## src/rtl/sign_resize_pipe.sv

```systemverilog
// Two-stage signed/unsigned width converter: stage 1 extends, rounds and shifts;
// stage 2 resizes to OW with wrap or saturation and flags overflow.
module sign_resize_pipe #(
   parameter int IW    = 8,
   parameter int OW    = 4,
   parameter int SHIFT = 0,
   parameter int CW    = 8
) (
   input  logic          clk,
   input  logic          rst_n,
   input  logic          in_valid,
   output logic          in_ready,
   input  logic [IW-1:0] in_data,
   input  logic          in_signed,
   input  logic          in_sat,
   input  logic          in_round,
   output logic          out_valid,
   input  logic          out_ready,
   output logic [OW-1:0] out_data,
   output logic          out_ovf,
   output logic          ovf_sticky,
   output logic [CW-1:0] ovf_cnt,
   input  logic          clr
);

   localparam int W1 = IW - SHIFT + 1;
   // Half an LSB of the shifted result; zero when SHIFT == 0.
   localparam logic [IW:0] HALF = ({{IW{1'b0}}, 1'b1} << SHIFT) >> 1;
   localparam logic [OW-1:0] SMAX = {OW{1'b1}} >> 1;
   localparam logic [OW-1:0] SMIN = ~SMAX;

   logic [2:1]    vld_pipe_q;
   logic          s1_en, s2_en;
   logic [IW:0]   ext, rnd;
   logic [W1-1:0] s1_val_d, s1_val_q;
   logic          s1_sgn_q, s1_sat_q;
   logic [OW-1:0] res_d;
   logic          ovf_d;
   logic          ovf_sticky_d;
   logic [CW-1:0] ovf_cnt_d;

   assign s2_en     = !vld_pipe_q[2] | out_ready;
   assign s1_en     = !vld_pipe_q[1] | s2_en;
   assign in_ready  = s1_en;
   assign out_valid = vld_pipe_q[2];

   // Extra top bit keeps the rounding carry; the kept slice is the same for
   // arithmetic and logical shifts since only the sign interpretation differs.
   always_comb begin
      ext      = {in_signed & in_data[IW-1], in_data};
      rnd      = ext + (in_round ? HALF : '0);
      s1_val_d = W1'(rnd >> SHIFT);
   end

   generate
      if (OW < W1) begin : g_narrow
         always_comb begin
            res_d = s1_val_q[OW-1:0];
            ovf_d = 1'b0;
            if (s1_sgn_q) begin
               if (!(&s1_val_q[W1-1:OW-1]) && (|s1_val_q[W1-1:OW-1])) begin
                  ovf_d = 1'b1;
                  if (s1_sat_q) res_d = s1_val_q[W1-1] ? SMIN : SMAX;
               end
            end else if (|s1_val_q[W1-1:OW]) begin
               ovf_d = 1'b1;
               if (s1_sat_q) res_d = '1;
            end
         end
      end else begin : g_wide
         always_comb begin
            res_d = s1_sgn_q ? OW'($signed(s1_val_q)) : OW'(s1_val_q);
            ovf_d = 1'b0;
         end
      end
   endgenerate

   always_ff @(posedge clk or negedge rst_n) begin
      if (!rst_n) begin
         vld_pipe_q <= '0;
         s1_val_q   <= '0;
         s1_sgn_q   <= 1'b0;
         s1_sat_q   <= 1'b0;
         out_data   <= '0;
         out_ovf    <= 1'b0;
      end else begin
         if (s1_en) begin
            vld_pipe_q[1] <= in_valid;
            s1_val_q      <= s1_val_d;
            s1_sgn_q      <= in_signed;
            s1_sat_q      <= in_sat;
         end
         if (s2_en) begin
            vld_pipe_q[2] <= vld_pipe_q[1];
            out_data      <= res_d;
            out_ovf       <= ovf_d;
         end
      end
   end

   // clr wins over a same-cycle overflow transfer; counter saturates.
   always_comb begin
      ovf_sticky_d = ovf_sticky;
      ovf_cnt_d    = ovf_cnt;
      if (clr) begin
         ovf_sticky_d = 1'b0;
         ovf_cnt_d    = '0;
      end else if (out_valid && out_ready && out_ovf) begin
         ovf_sticky_d = 1'b1;
         if (ovf_cnt != {CW{1'b1}}) ovf_cnt_d = ovf_cnt + 1'b1;
      end
   end

   always_ff @(posedge clk or negedge rst_n) begin
      if (!rst_n) begin
         ovf_sticky <= 1'b0;
         ovf_cnt    <= '0;
      end else begin
         ovf_sticky <= ovf_sticky_d;
         ovf_cnt    <= ovf_cnt_d;
      end
   end

endmodule

```

## config.mk

```make
export PLATFORM = sky130hd
export DESIGN_NAME = sign_resize_pipe
export DESIGN_NICKNAME = d
export VERILOG_FILES = /design/src/rtl/sign_resize_pipe.sv
export SDC_FILE = /design/constraint.sdc
export NUM_CORES = 1
export LEC_CHECK = 0
export BUFFER_PORTS_ARGS = -buffer_cell sky130_fd_sc_hd__buf_2
export CELL_PAD_IN_SITES_DETAIL_PLACEMENT = 0
export CELL_PAD_IN_SITES_GLOBAL_PLACEMENT = 1
export CORE_ASPECT_RATIO = 1.4
export CORE_MARGIN = 5
export CORE_UTILIZATION = 42
export CTS_CLUSTER_DIAMETER = 120
export DETAILED_ROUTE_END_ITERATION = 8
export GPL_TIMING_DRIVEN = 1
export PLACE_DENSITY = 0.92
export SYNTH_ARGS = -nofsm -noshare
export SYNTH_HDL_FRONTEND = slang
export SYNTH_SLANG_ARGS = --single-unit
```

## constraint.sdc

```tcl
create_clock -name clk -period 2.81 [get_ports clk]
set_input_delay 0.4215 -clock clk [delete_from_list [all_inputs] [get_ports clk]]
set_output_delay 0.4215 -clock clk [all_outputs]
set_load 0.02 [all_outputs]
```

# Yosys cells after proc, flatten, opt, wreduce, memory -nomap -nowiden
# Index checks and enable logic that the tools add are counted.
# Widths: inputs -> output; s select.
[word_totals]
in_bits = 16
wordCells = 40
out_inout_bits = 16
register_bits = 27
[classes]
addsub = 1
n_eq_ne = 1
mux = 14
reduce_logical = 12
n_bitwise = 3
[ops]
columns = ["op", "count"]
rows = [
  ["$mux 4", 6],
  ["$mux 8", 3],
  ["$add 8x1->8 const B", 1],
  ["$ne 8x8->1 const B", 1],
  ["$reduce_and 6->1", 1],
  ["$reduce_or 6->1", 1],
  ["$mux 1", 5],
  ["$reduce_or 5->1", 1],
  ["$reduce_bool 2->1", 2],
  ["$logic_and 1x1->1", 3],
  ["$logic_not 1->1", 3],
  ["$or 1x1->1", 2],
  ["$reduce_and 2->1", 1],
  ["$and 1x1->1", 1],
]

# Depth between registers and ports, before layout
# Gate-level depths: netlist (run 1).
[depth]
ltp_word = 5
mapped_depth = 5
mapped_depth_nobuf = 5

# Least setup slack after synthesis (run 1)
# Ideal clock, no wire load.
[synth_path]
path_type = "flip-flop to flip-flop"
startpoint = "register ovf_cnt[0]"
endpoint = "register ovf_cnt[1]"
arrival_ns = 1.560
required_time_ns = 2.680
slack_ns = 1.120
setup_ns = 0.130
stages_incl_launch_ff = 6
cell_sequence = "dfrtp_1 > ha_1 > nand2_1 > o31ai_1 > mux2i_1 > nor2_1"
[synth_via]
elab_chain_cells = 4
elab_cells_between_ends = 7
cone_classes = "add/sub: 1; eq/ne: 1; mux: 3; reduce/logical: 2"
[synth_lines]
columns = ["element", "line", "rtl"]
rows = [
  ["from (decl)", "22", "output logic [CW-1:0] ovf_cnt,"],
  ["from (signal assigned)", "120", "ovf_cnt <= ovf_cnt_d;"],
  ["$add 8x1->8", "110", "if (ovf_cnt != {CW{1'b1}}) ovf_cnt_d = ovf_cnt + 1'b1;"],
  ["$mux 8", "110", ""],
  ["$mux 8", "108", "end else if (out_valid && out_ready && out_ovf) begin"],
  ["$mux 8", "105", "if (clr) begin"],
]
# Parallel ways exist; a longest one is shown, timed or not. The select of a mux whose other input is x is not followed.
# A chain may end at the register's enable or synchronous reset.

# Final worst setup path (run 1)
[layout_path]
startpoint = "register vld_pipe_q[2] in the netlist's numbering"
endpoint = "output port in_ready"
[layout_via]
elab_chain_cells = 3
[layout_lines]
columns = ["element", "line", "rtl"]
rows = [
  ["from (decl)", "32", "logic [2:1] vld_pipe_q;"],
  ["$logic_not 1->1", "42", "assign s2_en = !vld_pipe_q[2] | out_ready;"],
  ["$or 1x1->1", "42", ""],
  ["$or 1x1->1", "43", "assign s1_en = !vld_pipe_q[1] | s2_en;"],
  ["to (decl)", "12", "output logic in_ready,"],
]
# No other way between the ends.

==> impl_summary.log, run 1 <==
[metrics] outcome: finished, final reports clean
[metrics] CP Data Required Time: 2.39 ns
[metrics] arrival time worst endpoint: 1.51 ns
[metrics] number of different library cells in the post-synthesis netlist: 30
[metrics] vias in the first global route: 934
[metrics] buffers plus inverters on the worst setup path: 2
[metrics] DP HPWL: 1.94 mm
[metrics] VDD IR-drop max: 0.000391 V
[metrics] width of the die: 55.3 µm
[metrics] DR vias: 947
[metrics] share of the synthesized area in compound gates (AO/OA/AOI/OAI): 12.5%
[metrics] share of Yosys cell area claimed by the top area cell type: 56.1%
[metrics] number of setup violations in the final report: 0
[metrics] largest area contributor in the netlist: dfrtp_1
[metrics] placeable core region: 0.00282 mm²
[metrics] placer congestion estimate: 0.841
[metrics] nature of the critical path startpoint: register
[metrics] async set or reset register ratio after synthesis: 100%
[metrics] clock tree from TritonCTS: done
[metrics] DRC Markers: 0
[metrics] Post-Synthesis Mean Instance Area: 11.2 µm²
[metrics] diode insertion count for antenna repair: 0
[metrics] library cell used as clock root buffer: clkbuf_8
[metrics] sequential area share after synthesis: 56.1%
[metrics] worst setup slack after placement: 0.990 ns
[metrics] adder-cell area share of the yosys netlist: 1.04%
[metrics] crit end category: primary output
[metrics] effective utilization at floorplan: 42.7%
[metrics] max-cap viol count: 0
[metrics] total track usage: 13.0%
[metrics] Mapped Area: 0.00120 mm²
[metrics] initial antenna violation count: 0
[metrics] routing usage on met3: 2.99%
[metrics] first-pass detailed-route iteration total: 6
[metrics] number of violations reported at the end of detailed-routing iteration 0: 28
[metrics] largest family of logic cells by synthesized area: simple AND/OR/NAND/NOR gates
[metrics] Primary FF master, synth: dfrtp_1
[metrics] final hold violation count: 0
[metrics] met2 track demand over resource: 23.0%
[metrics] drt wl/cell: 14.2 µm
[metrics] # H-tree levels: 1
[metrics] unrepaired setup endpoints after global routing: false
[metrics] Post-CTS Setup Repair Bufs: 0
[metrics] Post-layout nets: 159
[metrics] Setup CP Type: reg -> out
[metrics] number of flops mapped to enable cells by yosys: 0
[metrics] worst slew margin relative to its limit: 59.3%
[metrics] Vert. Die Dim: 73.4 µm
[metrics] Min-Delay Path Class: in -> async
[metrics] Syn-to-layout area delta: 20.0%
[metrics] mux cell area share after synthesis: 10.1%
[metrics] post-route worst setup slack: 0.876 ns
[metrics] xor and xnor fraction of the mapped netlist area: 0.727%
[metrics] number of I/O pins: 32
[metrics] kind of cell adding the most delay to the critical path: simple AND/OR/NAND/NOR gates
[metrics] most frequent standard cell in the layout excluding fill and tap cells: buf_2
[metrics] placed cell areas: 0.00140 mm²
[metrics] Ys Warns: 0
[metrics] number of pins exceeding their max-slew limit in the final report: 0
[metrics] smallest hold slack: 0.137 ns
[metrics] global-route track usage on met1: 15.4%
[metrics] commonest cells after routing, fill and taps aside: buf_2 (30), dfrtp_1 (27), nand2_1 (12)
[metrics] slowest cell delay on critical path: 0.41 ns
[metrics] Finished Cell Area: 0.00145 mm²
[metrics] power per standard cell area: 552 mW/mm²
[metrics] Critical-path top delay cell: dfrtp_1
[metrics] pin count of the biggest net entering global routing: 28
[metrics] number of instances in the synthesized netlist: 108
[metrics] PortBufs: 30
[metrics] dominant cells by area after synthesis: dfrtp_1 (56%), mux2_2 (8.4%), nand2_1 (3.7%)
[metrics] Simple-Gate Fraction of Synth Area: 18.0%
[metrics] routed vias/inst: 5.32
[metrics] number of resized instances in the post-cts repair step: 0
[metrics] clock buffers created by TritonCTS: 3
[metrics] shortest period the worst path allows: 1.93 ns
[metrics] Seq cells post-synth: 27
[metrics] insertion delay to the later sink of the worst-skew pair: 0.27 ns
[metrics] final antenna-violating net count: 0
[metrics] clock-pin slew of the registers on the worst-case setup and hold paths: 0.09 ns
[metrics] FP Rows: 23
[metrics] summed negative setup slack over all endpoints: 0 ns
[metrics] fillcell total: 291
[metrics] die area: 0.00406 mm²
[metrics] Worst Skew: 0.00601 ns
[metrics] Leak Pwr: 0.641 nW
[metrics] Cell Chain, Critical Path: nor2b_1 -> nand2_1 -> buf_4 -> buf_2
[metrics] maximum fanout count along the critical path: 15
[metrics] Final period util: 68.8%
[metrics] Fmax: 517 MHz
[metrics] ratio of cells with drive above 1 in the final layout: 34.0%
[metrics] Final Routed Wirelength: 2.53 mm
[metrics] CTS sink cnt: 27
[metrics] Post-Syn Nets: 125
[metrics] hold-fix buffers at CTS: 0
[metrics] Top Usage Layer GRT: met2
[metrics] worst-case clock buffer depth: 2
[metrics] first-pass GRT wire length: 4.29 mm
[metrics] Slew @ Worst Pin: 0.606 ns
[metrics] grt ovf: 0
registers in the layout, summed over array words and instances (netlist names):
name / cells
vld_pipe_q: 2
ovf_sticky: 1
out_data: 4
out_ovf: 1
ovf_cnt: 8
s1_sgn_q: 1
s1_val_q: 9
s1_sat_q: 1
report_power, final:
part | leakage (nW) | switching (mW) | internal, mW | total [mW]
combinational | 0.287 | 0.0742 | 0.0578 | 0.132
clock | 0.0255 | 0.117 | 0.0993 | 0.217
sequential | 0.329 | 0.0280 | 0.422 | 0.450
final cells by class:
type | count | area, µm² | share of cell area, %
inverters | 3 | 11.3 | 0.779
flip-flops and latches | 27 | 676 | 46.7
clock inverters | 1 | 5.00 | 0.346
clock buffers | 3 | 41.3 | 2.85
repair buffers | 31 | 158 | 10.9
well taps | 37 | 46.3 | 3.20
multi-input cells | 76 | 509 | 35.2
cell usage after synthesis (2+ instances only):
| master | count |
|---|---|
| nand2b_1 | 2 |
| nand3_1 | 4 |
| nand4_1 | 2 |
| nand2_1 | 12 |
| inv_1 | 3 |
| dfrtp_1 | 27 |
| mux2i_1 | 2 |
| nor3_1 | 5 |
| o31ai_1 | 4 |
| nor2_1 | 9 |
| nor2b_1 | 2 |
| a21oi_1 | 4 |
| mux2_2 | 9 |
| or4_1 | 2 |
| o221a_1 | 3 |
| o21ai_0 | 4 |
metrics by stage:
step                      util [%]  total power, mW  std cells
after floorplan                  -            0.536        108
after global placement        49.6            0.585        174
after detailed placement      49.6            0.592        174
after CTS                     51.3            0.811        178
after global routing          51.3            0.841        178
final                         51.3            0.799        178
logic make-up after synthesis:
kind of cell,count (synthesis)
mux,11
buf+inv,5
fa+ha+maj,1
xor+xnor,1
flops,27
compound gates,20
simple gates,43
final timing paths:
kind	from	to	slack [ns]	cells past startpoint
worst min register to register	vld_pipe_q[1]	vld_pipe_q[2]	0.48	1
min in group clk	in_valid	vld_pipe_q[1]	0.34	2
max in group asynchronous	rst_n	ovf_cnt[5]	2.28	1
worst min-delay path	rst_n	ovf_cnt[3]	0.14	1
worst max register to register	ovf_cnt[0]	ovf_cnt[1]	1.00	5
worst max-delay path	vld_pipe_q[2]	in_ready	0.88	4
layer usage:
| metal | routed length [µm] | share of wire, % | vias up |
|---|---|---|---|
| met4 | 38 | 1.5 | 0 |
| met5 | 0 | 0 | - |
| li1 | - | - | 455 |
| met1 | 1010 | 40 | 459 |
| met2 | 1330 | 53 | 29 |
| met3 | 152 | 6.0 | 4 |
worst register-to-register path, cell delays in order (launching register included):
cell and delay (ns):
dfrtp_1 0.44, ha_1 0.20, nand2_1 0.15, o31ai_1 0.58
mux2i_1 0.27, nor2_1 0.06
Note: power is estimated with default switching activity, not from simulation.
==> inputs of run 2 (changes only) <==
- CORE_UTILIZATION: 42 -> 39
- PLACE_DENSITY: 0.92 -> 0.87
- clock period: 2.81 -> 2 ns (I/O delays scaled with it)
==> run 2 against run 1 <==
Total power up 42%. Clock skew down 0.0017 ns. Largest cell class unchanged. Critical path depth down 1. Largest power group unchanged. Critical path type unchanged. Final cell count up 1.7%. Sequential share of layout area down 0.28 points.
==> impl_summary.log, run 2 (synthesized netlist as in run 1, its figures left out) <==
[metrics] Slew @ Worst Pin: 0.608 ns (+0.00181 ns)
[metrics] Post-CTS Setup Repair Bufs: 0 (unchanged)
[metrics] initial antenna violation count: 0 (unchanged)
[metrics] Finished Cell Area: 0.00146 mm² (+0.61%)
[metrics] effective utilization at floorplan: 39.7% (-3.0 points)
[metrics] worst slew margin relative to its limit: 59.5% (+0.22 points)
[metrics] Final Routed Wirelength: 2.58 mm (+2.1%)
[metrics] worst setup slack after placement: 0.306 ns (-0.684 ns)
[metrics] number of setup violations in the final report: 0 (unchanged)
[metrics] drt wl/cell: 14.2 µm (+0.37%)
[metrics] placeable core region: 0.00303 mm² (+7.5%)
[metrics] core utilization of the finished layout: 48.0% (-3.3 points)
[metrics] arrival time worst endpoint: 1.58 ns (+0.07 ns)
[metrics] Fmax: 531 MHz
[metrics] DP HPWL: 1.94 mm (about the same)
[metrics] CTS sink cnt: 27 (unchanged)
[metrics] library cell used as clock root buffer: clkbuf_8
[metrics] worst-case clock buffer depth: 2 (unchanged)
[metrics] Cell Chain, Critical Path: nor2b_1 -> nand2_1 -> buf_2
[metrics] Syn-to-layout area delta: 20.8%
[metrics] Setup CP Type: reg -> out
[metrics] Post-layout nets: 160 (+0.63%)
[metrics] power per standard cell area: 777 mW/mm² (+41%)
[metrics] die area: 0.00432 mm² (+6.5%)
[metrics] most frequent standard cell in the layout excluding fill and tap cells: buf_2
[metrics] routed vias/inst: 5.24 (-1.4%)
[metrics] VDD IR-drop max: 0.000524 V (+34%)
[metrics] clock-pin slew of the registers on the worst-case setup and hold paths: 0.09 ns (about the same)
[metrics] placer congestion estimate: 0.788 (-6.4%)
[metrics] unrepaired setup endpoints after global routing: false
[metrics] placed cell areas: 0.00141 mm² (+0.71%)
[metrics] number of resized instances in the post-cts repair step: 0 (unchanged)
[metrics] Final period util: 94.2%
[metrics] Critical-path top delay cell: dfrtp_1
[metrics] # H-tree levels: 1 (unchanged)
[metrics] first-pass GRT wire length: 4.20 mm (-2.1%)
[metrics] crit end category: primary output
[metrics] total track usage: 12.7% (-0.31 points)
[metrics] max FFs per register: 9 (unchanged)
[metrics] kind of cell adding the most delay to the critical path: simple AND/OR/NAND/NOR gates
[metrics] clock buffers created by TritonCTS: 3 (unchanged)
[metrics] Min-Delay Path Class: in -> async
[metrics] commonest cells after routing, fill and taps aside: buf_2 (30), dfrtp_1 (27), nand2_1 (12)
[metrics] slowest cell delay on critical path: 0.41 ns (about the same)
[metrics] number of pins exceeding their max-slew limit in the final report: 0 (unchanged)
[metrics] hold-fix buffers at CTS: 0 (unchanged)
[metrics] grt ovf: 0 (unchanged)
[metrics] PortBufs: 30 (unchanged)
[metrics] FP Rows: 24 (+4.3%)
[metrics] largest registers ranked by flip-flop count: s1_val_q x9, ovf_cnt x8, out_data x4
[metrics] pin count of the biggest net entering global routing: 28 (unchanged)
[metrics] DRC Markers: 0 (unchanged)
[metrics] insertion delay to the later sink of the worst-skew pair: 0.28 ns (about the same)
[metrics] CP Data Required Time: 1.70 ns (-0.69 ns)
[metrics] DR vias: 949 (+0.21%)
[metrics] buffers plus inverters on the worst setup path: 1 (-1)
[metrics] vias in the first global route: 940 (+0.64%)
[metrics] Leak Pwr: 0.643 nW (+0.28%)
[metrics] number of I/O pins: 32 (unchanged)
[metrics] nature of the critical path startpoint: register
[metrics] Vert. Die Dim: 75.8 µm (+3.3%)
[metrics] ratio of cells with drive above 1 in the final layout: 33.8% (-0.24 points)
[metrics] clock tree from TritonCTS: done
[metrics] post-route worst setup slack: 0.117 ns (-0.759 ns)
[metrics] max-cap viol count: 0 (unchanged)
[metrics] number of violations reported at the end of detailed-routing iteration 0: 37 (+32%)
[metrics] shortest period the worst path allows: 1.88 ns
[metrics] Worst Skew: 0.00434 ns (-0.00167 ns)
[metrics] summed negative setup slack over all endpoints: 0 ns (unchanged)
[metrics] diode insertion count for antenna repair: 0 (unchanged)
[metrics] first-pass detailed-route iteration total: 2 (-4)
[metrics] outcome: finished, final reports clean
[metrics] maximum fanout count along the critical path: 8 (-7)
[metrics] width of the die: 57.0 µm (+3.1%)
[metrics] final antenna-violating net count: 0 (unchanged)
[metrics] final hold violation count: 0 (unchanged)
[metrics] most flop-heavy register: s1_val_q
## run 2: cell types whose count changed in the layout (fill, tap and decap cells not counted), sizes merged
cell	previous run	this run
buf	31	32
clkbuf	3	4
clkinv	1	0
## run 2: cell type report
type | count | area [µm²]
clock buffer | 4 | 45.0
fill | 300 | 1580
inverter | 3 | 11.3
multi-input combinational | 76 | 509
sequential | 27 | 676
tap | 39 | 48.8
timing repair buffer | 32 | 165
## run 2: where the power goes
| part | total [mW] | switching [mW] | internal [mW] |
|---|---|---|---|
| combinational | 0.187 | 0.103 | 0.0834 |
| sequential | 0.633 | 0.0401 | 0.593 |
| clock | 0.311 | 0.168 | 0.143 |
## run 2: routing by layer
metal | wire length [µm] | global-route usage [%]
met1 | 991 | 13.5
met2 | 1350 | 22.9
met3 | 166 | 3.05
met4 | 71 | 7.47
met5 | 0 | 0
## run 2: path summary, 6_finish.rpt
check,startpoint,to,slack (ns),cells past startpoint
min in group clk,in_valid,vld_pipe_q[1],0.22,2
max in group asynchronous,rst_n,ovf_cnt[2],1.58,1
hold / removal,rst_n,ovf_cnt[5],0.02,1
hold reg to reg,vld_pipe_q[1],vld_pipe_q[2],0.47,1
setup reg to reg,vld_pipe_q[2],s1_val_q[7],0.30,4
setup / recovery,vld_pipe_q[2],in_ready,0.12,3
## run 2: through the flow
stage	cells	hold slack [ns]	power, mW
floorplan	108	0.00441	0.754
global placement	177	0.327	0.825
detailed placement	177	0.347	0.835
CTS	181	0.0447	1.14
global route	181	0.0781	1.19
finish	181	0.0224	1.13
==> inputs of run 3 (changes only) <==
- HOLD_SLACK_MARGIN: not set -> 0.1
- clock period: 2 -> 2.05 ns (I/O delays scaled with it)
==> run 3 against run 2 <==
Sequential share of layout area fell by 0.080 points. Global-route usage shrank 0.58 points. Wire length fell by 3.6%. Via count is 0.63% lower. Final cell count is the same. Clock-buffer cell count did not move.
==> impl_summary.log, run 3 (synthesized netlist as in run 1, its figures left out) <==
[metrics] outcome: finished, final reports clean
[metrics] buffers plus inverters on the worst setup path: 1 (unchanged)
[metrics] clock-pin slew of the registers on the worst-case setup and hold paths: 0.09 ns (about the same)
[metrics] clock tree from TritonCTS: done
[metrics] initial antenna violation count: 0 (unchanged)
[metrics] clock buffers created by TritonCTS: 3 (unchanged)
[metrics] final hold violation count: 0 (unchanged)
[metrics] non-filler cells, final: 181 (unchanged)
[metrics] Critical-path top delay cell: dfrtp_1
[metrics] summed negative setup slack over all endpoints: 0 ns (unchanged)
[metrics] Vert. Die Dim: 75.8 µm (unchanged)
[metrics] placer congestion estimate: 0.785 (-0.29%)
[metrics] unrepaired setup endpoints after global routing: false
[metrics] Final Routed Wirelength: 2.49 mm (-3.6%)
[metrics] most frequent standard cell in the layout excluding fill and tap cells: buf_2
[metrics] library cell used as clock root buffer: clkbuf_8
[metrics] power share of the clock group: 27.2% (-0.3 points)
[metrics] pin count of the biggest net entering global routing: 28 (unchanged)
[metrics] Worst Skew: 0.00311 ns (-0.00123 ns)
[metrics] instance count on the critical path: 3 (unchanged)
[metrics] fillcell total: 295 (-1.7%)
[metrics] FP Rows: 24 (unchanged)
[metrics] width of the die: 57.0 µm (unchanged)
[metrics] worst reg2reg path startpoint: ovf_cnt[0]
[metrics] placeable core region: 0.00303 mm² (unchanged)
[metrics] worst-case clock buffer depth: 2 (unchanged)
[metrics] DP HPWL: 1.90 mm (-1.9%)
[metrics] Leak Pwr: 0.643 nW (about the same)
[metrics] cell internal pwr: 798 µW (-2.6%)
[metrics] number of setup violations in the final report: 0 (unchanged)
[metrics] max FFs per register: 9 (unchanged)
[metrics] number of violations reported at the end of detailed-routing iteration 0: 16 (-57%)
[metrics] max-cap viol count: 0 (unchanged)
[metrics] launch instance of the worst min-delay path: in_valid
[metrics] Cell Chain, Critical Path: nor2b_1 -> nand2_1 -> buf_2
[metrics] Setup CP Type: reg -> out
[metrics] total track usage: 12.1% (-0.58 points)
[metrics] arrival time worst endpoint: 1.53 ns (-0.05 ns)
[metrics] largest registers ranked by flip-flop count: s1_val_q x9, ovf_cnt x8, out_data x4
[metrics] DR vias: 943 (-0.63%)
[metrics] end of the worst register-to-register path: ovf_cnt[1]
[metrics] power per standard cell area: 751 mW/mm² (-3.4%)
[metrics] final antenna-violating net count: 0 (unchanged)
[metrics] vias in the first global route: 939 (-0.11%)
[metrics] proportion of total power due to net switching: 27.1% (-0.46 points)
[metrics] DRC Markers: 0 (unchanged)
[metrics] total instance count after detailed placement: 176 (-0.56%)
[metrics] Register-to-Register Setup Slack: 0.29 ns (about the same)
[metrics] nature of the critical path startpoint: register
[metrics] maximum fanout count along the critical path: 8 (unchanged)
[metrics] routed vias/inst: 5.21 (-0.63%)
[metrics] PortBufs: 30 (unchanged)
[metrics] Min-Delay Path Class: in -> reg
[metrics] most flop-heavy register: s1_val_q
[metrics] commonest cells after routing, fill and taps aside: buf_2 (30), dfrtp_1 (27), nand2_1 (12)
[metrics] diode insertion count for antenna repair: 0 (unchanged)
[metrics] Syn-to-layout area delta: 21.0%
[metrics] smallest hold slack: 0.218 ns (+0.196 ns)
[metrics] shortest period the worst path allows: 1.84 ns
[metrics] ratio of cells with drive above 1 in the final layout: 33.1% (-0.70 points)
[metrics] VDD IR-drop max: 0.000486 V (-7.2%)
[metrics] first-pass detailed-route iteration total: 4 (+2)
[metrics] part of the total power dissipated in combinational logic: 16.5% (about the same)
[metrics] number of I/O pins: 32 (unchanged)
[metrics] kind of cell adding the most delay to the critical path: simple AND/OR/NAND/NOR gates
[metrics] count of cells along the worst register-to-register path: 5 (+1)
[metrics] NetSw: 296 µW (-4.8%)
[metrics] sequential cell fraction of total power: 56.3% (+0.3 points)
[metrics] slowest cell delay on critical path: 0.40 ns (about the same)
[metrics] crit end category: primary output
[metrics] Cells on Worst Hold Path: 2
[metrics] number of pins exceeding their max-slew limit in the final report: 0 (unchanged)
[metrics] die area: 0.00432 mm² (unchanged)
[metrics] sink of the worst hold path: vld_pipe_q[1]
[metrics] first-pass GRT wire length: 4.04 mm (-4.0%)
[metrics] Slew @ Worst Pin: 0.602 ns (-0.00572 ns)
[metrics] number of resized instances in the post-cts repair step: 0 (unchanged)
[metrics] CTS sink cnt: 27 (unchanged)
[metrics] grt ovf: 0 (unchanged)
[metrics] CP Data Required Time: 1.74 ns (+0.04 ns)
[metrics] Final period util: 89.7%
[metrics] effective utilization at floorplan: 39.7% (unchanged)
[metrics] worst slew margin relative to its limit: 59.9% (+0.38 points)
[metrics] Post-layout nets: 160 (unchanged)
[metrics] # H-tree levels: 1 (unchanged)
[metrics] Post-CTS Setup Repair Bufs: 0 (unchanged)
[metrics] Fmax: 544 MHz
[metrics] drt wl/cell: 13.7 µm (-3.6%)
[metrics] Final Power: 1.09 mW (-3.2%)
[metrics] insertion delay to the later sink of the worst-skew pair: 0.27 ns (about the same)
==> run 3: cell types whose count changed in the layout (fill, tap and decap cells not counted) <==
cell,change
buf_4,-1
dlygate4sd3_1,+1
==> run 3: what timing repair did <==
item | 4_1_cts | 5_1_grt
endpoints found under the hold margin | 27 | 0
setup endpoints to repair | 0 | 0
hold buffers | 1 | 0
==> run 3: power by group through the flow <==
stage / registers, mW / clock network (mW) / logic (mW)
after detailed placement: 0.628 / 0 / 0.183
after floorplan: 0.648 / 0 / 0.0868
after global placement: 0.624 / 0 / 0.178
after CTS: 0.617 / 0.305 / 0.185
after global routing: 0.623 / 0.328 / 0.201
final: 0.616 / 0.298 / 0.181
==> run 3: final cells by class <==
cell class	count	area, µm²	share of cell area (%)
Sequential cell	27	676	46.4
Multi-Input combinational cell	76	509	34.9
Timing Repair Buffer	32	168	11.5
Tap cell	39	48.8	3.35
Clock buffer	4	45.0	3.09
Inverter	3	11.3	0.773
==> run 3: through the flow <==
step | worst slack [ns] | utilization [%] | cell area (µm²)
final | 0.211 | 48.1 | 1460
after detailed placement | 0.300 | 46.2 | 1400
after floorplan | 0.360 | - | 1200
after global placement | 0.326 | 46.2 | 1400
after global routing | 0.0688 | 48.1 | 1460
after CTS | 0.185 | 48.1 | 1460
==> run 3: worst max-delay path by stage <==
stage / from / endpoint / slack, ns
after floorplan: ovf_cnt[0] / ovf_cnt[1] / 0.36
after global placement: ovf_cnt[0] / ovf_cnt[1] / 0.33
after detailed placement: ovf_cnt[0] / ovf_cnt[1] / 0.30
after CTS: vld_pipe_q[2] / in_ready / 0.19
after global routing: vld_pipe_q[2] / in_ready / 0.07
final: vld_pipe_q[2] / in_ready / 0.21
==> run 3: routing by layer <==
| metal | routed length (µm) | global-route usage (%) | part of all wire, % | up-vias |
|---|---|---|---|---|
| li1 | - | - | - | 454 |
| met1 | 998 | 13.3 | 40 | 456 |
| met2 | 1260 | 21.2 | 51 | 27 |
| met3 | 157 | 2.88 | 6.3 | 6 |
| met4 | 68 | 7.47 | 2.7 | 0 |
| met5 | 0 | 0 | 0 | - |
